<file path="src/rtl/vec_argmax_pkg.sv">
// Shared types and helpers for the streaming arg-max stage.
// T defaults to the layer-family element width.
package vec_argmax_pkg;

    localparam int unsigned DEF_T = 16;

    typedef enum logic [0:0] {
        StCollect = 1'b0,
        StEmit    = 1'b1
    } state_e;

    // Index width for an M-element vector; never narrower than one bit.
    function automatic int unsigned idx_width(input int unsigned m);
        return (m <= 1) ? 1 : $clog2(m);
    endfunction

endpackage

</file>
<file path="src/rtl/argmax_cmp.sv">
// Combinational compare/select for the running arg-max.
// The first element of a vector loads unconditionally; later ones must be strictly larger.
module argmax_cmp
    import vec_argmax_pkg::*;
#(
    parameter int unsigned T     = DEF_T,
    parameter int unsigned IDX_W = 3
) (
    input  logic [T-1:0]     cand_val,
    input  logic [IDX_W-1:0] cand_idx,
    input  logic [T-1:0]     run_val,
    input  logic [IDX_W-1:0] run_idx,
    input  logic             first,
    output logic [T-1:0]     next_val,
    output logic [IDX_W-1:0] next_idx
);

    logic take;

    // Strict compare so ties keep the earlier index.
    assign take = first || ($signed(cand_val) > $signed(run_val));

    always_comb begin
        next_val = run_val;
        next_idx = run_idx;
        if (take) begin
            next_val = cand_val;
            next_idx = cand_idx;
        end
    end

endmodule

</file>
<file path="src/rtl/vec_argmax.sv">
// Streaming arg-max: collects M signed elements, then holds the index/value of the
// largest one on a valid/ready output until accepted.
module vec_argmax
    import vec_argmax_pkg::*;
#(
    parameter int unsigned M = 8,
    parameter int unsigned T = DEF_T,
    localparam int unsigned IDX_W = idx_width(M)
) (
    input  logic             clk,
    input  logic             reset,
    input  logic             s_valid,
    output logic             s_ready,
    input  logic [T-1:0]     data_in,
    output logic             m_valid,
    input  logic             m_ready,
    output logic [IDX_W-1:0] max_idx,
    output logic [T-1:0]     max_val
);

    localparam logic [IDX_W-1:0] LastCnt = IDX_W'(M - 1);

    state_e state_q, state_d;

    logic [IDX_W-1:0] cnt_q, cnt_d;
    logic [T-1:0]     run_val_q, run_val_d;
    logic [IDX_W-1:0] run_idx_q, run_idx_d;
    logic [T-1:0]     max_val_q, max_val_d;
    logic [IDX_W-1:0] max_idx_q, max_idx_d;

    logic             accept;
    logic             last;
    logic [T-1:0]     cmp_val;
    logic [IDX_W-1:0] cmp_idx;

    assign accept = s_valid && s_ready;
    assign last   = (cnt_q == LastCnt);

    argmax_cmp #(
        .T     (T),
        .IDX_W (IDX_W)
    ) u_cmp (
        .cand_val (data_in),
        .cand_idx (cnt_q),
        .run_val  (run_val_q),
        .run_idx  (run_idx_q),
        .first    (cnt_q == '0),
        .next_val (cmp_val),
        .next_idx (cmp_idx)
    );

    always_ff @(posedge clk or posedge reset) begin
        if (reset) begin
            state_q <= StCollect;
        end else begin
            state_q <= state_d;
        end
    end

    always_comb begin
        state_d = state_q;
        unique case (state_q)
            StCollect: if (accept && last) state_d = StEmit;
            StEmit:    if (m_valid && m_ready) state_d = StCollect;
            default:   state_d = StCollect;
        endcase
    end

    // Handshake outputs come straight from registered state.
    always_comb begin
        s_ready = 1'b0;
        m_valid = 1'b0;
        unique case (state_q)
            StCollect: s_ready = 1'b1;
            StEmit:    m_valid = 1'b1;
            default:   s_ready = 1'b0;
        endcase
    end

    always_comb begin
        cnt_d     = cnt_q;
        run_val_d = run_val_q;
        run_idx_d = run_idx_q;
        max_val_d = max_val_q;
        max_idx_d = max_idx_q;
        if (accept) begin
            run_val_d = cmp_val;
            run_idx_d = cmp_idx;
            if (last) begin
                cnt_d     = '0;
                max_val_d = cmp_val;
                max_idx_d = cmp_idx;
            end else begin
                cnt_d = cnt_q + IDX_W'(1);
            end
        end
    end

    always_ff @(posedge clk or posedge reset) begin
        if (reset) begin
            cnt_q     <= '0;
            run_val_q <= '0;
            run_idx_q <= '0;
            max_val_q <= '0;
            max_idx_q <= '0;
        end else begin
            cnt_q     <= cnt_d;
            run_val_q <= run_val_d;
            run_idx_q <= run_idx_d;
            max_val_q <= max_val_d;
            max_idx_q <= max_idx_d;
        end
    end

    assign max_idx = max_idx_q;
    assign max_val = max_val_q;

endmodule

</file>
<file path="config.mk">
export PLATFORM = sky130hd
export DESIGN_NAME = vec_argmax
export DESIGN_NICKNAME = d
export VERILOG_FILES = /design/src/rtl/vec_argmax_pkg.sv /design/src/rtl/argmax_cmp.sv /design/src/rtl/vec_argmax.sv
export SDC_FILE = /design/constraint.sdc
export NUM_CORES = 1
export LEC_CHECK = 0
export BUFFER_PORTS_ARGS = -buffer_cell sky130_fd_sc_hd__buf_2
export CAP_MARGIN = 20
export CORE_UTILIZATION = 45
export DETAILED_ROUTE_END_ITERATION = 10
export PLACE_DENSITY = 0.7
export SLEW_MARGIN = 20
export SYNTH_ARGS = -nofsm -noshare
export SYNTH_HDL_FRONTEND = slang
export SYNTH_SLANG_ARGS = --single-unit
</file>
<file path="constraint.sdc">
create_clock -name clk -period 6.5 [get_ports clk]
set_input_delay 0.325 -clock clk [delete_from_list [all_inputs] [get_ports clk]]
set_output_delay 0.325 -clock clk [all_outputs]
set_load 0.02 [all_outputs]
</file>
==> results.py <==
metrics = {
    "global_route": {
        "pin_count_of_the_biggest_net_entering_global_routing": 43,
        "grt-ovfl-total": 0,
        "grt_usage_pct": 17.9,
        "grt_pass1_vias": 1616,
        "wire_length_of_the_first_global_routing_pass_mm": 7.27,
        "grt_antenna_before_repair": 0,
    },
    "sta": {
        "finalHoldViolations": 0,
        "grt_setup_unrepaired": "no",
        "hold_slack_ns": 0.142,
        "timing.final.crit_share_pct": 55.6,
        "worst-slew-pin-transition_ns": 0.701,
        "max_slew_headroom_pct": 52.1,
        "timing.final.max_slew_violations": 0,
        "totalNegativeSetupSlack_ns": 0,
        "worst_clock_skew_ns": 0.00836,
        "finalWorstPathRequiredPeriod_ns": 3.62,
        "report.final.setup_viol": 0,
        "max_freq_mhz": 276,
    },
    "logic_synthesis": {
        "syn-cell-area_mm2": 0.00231,
        "synth_area_in_xor_xnor_pct": 0,
        "postSynthNetCount": 252,
        "seq_area_frac_synth_pct": 45.5,
        "post_synth_num_cell_types": 34,
        "synth-async-reset-ratio_pct": 100,
        "post_synth_mux_area_share_pct": 18.7,
        "synthAdderAreaFrac_pct": 10.3,
        "synth_top_family_by_area": "multiplexers",
        "yosys_warnings": 0,
        "synth_compound_gate_area_share_pct": 10.4,
        "synth_seq_cells": 42,
        "syn-mean-instance-area_um2": 10.9,
        "synthFlopType": "dfrtp_1",
        "number_of_enable_flip_flop_cells_after_synthesis": 0,
        "synthesis.instances": 213,
        "post_synth_and_or_nand_nor_area_fraction_pct": 8.66,
    },
    "floorplanning": {
        "fp.dieH_um": 73.7,
        "design.die.area_mm2": 0.00543,
        "floorplan.rows": 25,
        "floorplan.die.width_um": 73.7,
        "design.core.area_mm2": 0.00485,
        "initial_core_util_pct": 47.7,
        "pin_count": 41,
    },
    "worst_setup_path": {
        "critical_path.reg2reg.endpoint": "run_val_q[11]",
        "slowest_stage": "a2111oi_0",
        "timing.rr.start": "run_val_q[15]",
        "rrSetupSlack_ns": 2.88,
        "crit_path_start_kind": "flop",
        "worstSetupEndpointType": "flop",
        "timing_worst_setup_path_type": "reg2reg",
        "path_delay_family": "compound AO/OA/AOI/OAI gates",
        "worst-endpoint-required_ns": 6.68,
        "timing.critical_path.buf_inv": 2,
        "critical_path_arrival_ns": 3.79,
        "critical_path_peak_fanout": 18,
        "ordered_list_of_cells_on_the_worst_path": "inv_1 > ha_1 > nand4_2 > o21bai_1 > a2111oi_0 > o22ai_1 > a21oi_2 > buf_4 > nand2b_4 > mux2_2",
        "rr_worst_depth": 10,
        "cpPeakStageDelay_ns": 0.64,
    },
    "route": {
        "detail-route-antenna-nets": 0,
        "m1WireLength_mm": 2.01,
        "routedWlPerCell_um": 13.2,
        "route.met2.wl_mm": 1.99,
        "highest_layer": "met4",
        "detail_route.drc_violations": 0,
        "drt-pass1-iter-count": 4,
        "met3WireLength_um": 151,
        "detailed_route_wl_mm": 4.25,
        "drc_marker_count_from_the_first_detailed_route_iteration": 75,
        "num_vias": 1631,
        "via_per_inst": 5.07,
    },
    "clock_network": {
        "numCtsBuffers": 5,
        "clk_latency_ns": 0.29,
        "root_buffer": "clkbuf_8",
        "clkSlewWorstSetupHoldPaths_ns": 0.07,
        "cts_tree": "yes",
        "cts-htree-levels": 2,
        "post_cts.repair.setup_buffers": 0,
        "clock_sink_count": 42,
        "post_cts_resized": 0,
        "cts_hold_repair.buffers": 0,
        "clock_path_buffers": 2,
    },
    "power": {
        "powerDensity_mw_per_mm2": 524,
        "vdd_drop_max_mv": 0.189,
        "static-leakage-power_nw": 1.33,
    },
    "cells_and_area": {
        "layout.core_utilization_pct": 54.8,
        "final.fill_count": 442,
        "net_total_in_the_final_layout": 293,
        "area_taken_by_multi_input_logic_gates_mm2": 0.00111,
        "area_delta_synth_final_pct": 14.9,
        "final-seq-area_mm2": 0.00105,
        "layout-drive-gt1-share_pct": 29.4,
        "antenna_cells": 0,
    },
    "placement": {
        "placer_congestion": 0.764,
        "port_buffers": 40,
        "place.detailed.hpwl_mm": 3.10,
    },
    "outcome": {
        "outcome": "completed",
    },
    "worst_hold_path": {
        "worstHoldPathType": "in2async",
    },
    "run": {
        "drv.max_cap_violation_count": 0,
    },
}
==> layer usage <==
layer  vias to the layer above  GRT usage (%)
met5                         -              0
met4                         0           9.62
met3                         8           4.66
met2                        28           28.1
met1                       781           22.4
li1                        814              -
==> state kept, by name (all words and copies together), names as in the netlist <==
signal     flops
max_val       16
run_val_q     16
cnt_q          3
max_idx        3
run_idx_q      3
state_q        1
==> report_power, final <==
group          switching, mW  internal (mW)
registers             0.0844          0.395
logic                  0.391          0.350
clock network         0.0845         0.0856
==> layout by cell type (no fill, tap or decap), types with 2 or more instances in the layout <==
cell type	n
a21oi_1	26
buf_2	40
buf_4	2
clkbuf_8	6
dfrtp_1	42
ha_1	19
inv_1	23
mux2_2	9
mux2_4	10
mux2i_1	18
nand2_1	10
nand4_1	3
nor2_1	20
o21ai_0	6
==> kinds of logic after synthesis <==
family / Yosys count
muxes: 37
AOI/OAI and AO/OA: 42
DFF: 42
adders and majority gates: 19
buffers and inverters: 32
and+or+nand+nor: 41
==> synthesized netlist by cell type (all sizes together), types with 2 or more instances <==
| cell | count | area, um2 |
|---|---|---|
| nand2 | 10 | 37.5 |
| dfrtp | 42 | 1050 |
| clkbuf | 3 | 11.3 |
| buf | 6 | 53.8 |
| a21oi | 27 | 135 |
| or4 | 2 | 18.8 |
| nor2 | 20 | 75.1 |
| o21ai | 6 | 30.0 |
| nand4 | 4 | 31.3 |
| ha | 19 | 238 |
| inv | 23 | 86.3 |
| mux2 | 19 | 251 |
| mux2i | 18 | 180 |
==> how the worst max path moves through the flow <==
stage / startpoint / slack [ns] / cells after the start / to
3_5_place_dp: data_in[15] / 2.88 / 10 / run_val_q[8]
6_report: run_val_q[15] / 2.88 / 10 / run_val_q[11]
3_3_place_gp: data_in[15] / 2.99 / 10 / run_val_q[8]
4_1_cts: run_val_q[15] / 2.89 / 10 / run_val_q[11]
5_1_grt: run_val_q[15] / 2.68 / 10 / run_val_q[11]
2_1_floorplan: run_val_q[15] / 3.82 / 12 / run_idx_q[0]
==> final cells by class <==
| type | instances | share of cell area (%) |
|---|---|---|
| clock inverter | 1 | 0.188 |
| clock buffer | 7 | 3.25 |
| timing repair buffer | 43 | 8.67 |
| multi-input combinational | 139 | 41.9 |
| tap | 67 | 3.16 |
| inverter | 23 | 3.25 |
| sequential | 42 | 39.6 |
==> worst reg2reg max path, delay by kind of cell (launching register included) <==
| family | cells | cell delay, ns |
|---|---|---|
| muxes | 1 | 0.38 |
| AOI/OAI and AO/OA | 4 | 1.50 |
| DFF | 1 | 0.37 |
| and+or+nand+nor | 2 | 0.52 |
| adders and majority gates | 1 | 0.34 |
| buffers and inverters | 2 | 0.38 |
==> per-stage QoR <==
stage                     total power, mW  std cells  instance area (um2)  worst slack [ns]
final                                1.39        322                 2660              2.88
after global routing                 1.52        322                 2660              2.68
after CTS                            1.41        322                 2660              2.89
after detailed placement             1.23        314                 2560              2.88
after global placement               1.21        313                 2550              2.99
after floorplan                      1.07        213                 2310              3.82
(Power assumes the default switching activity.)
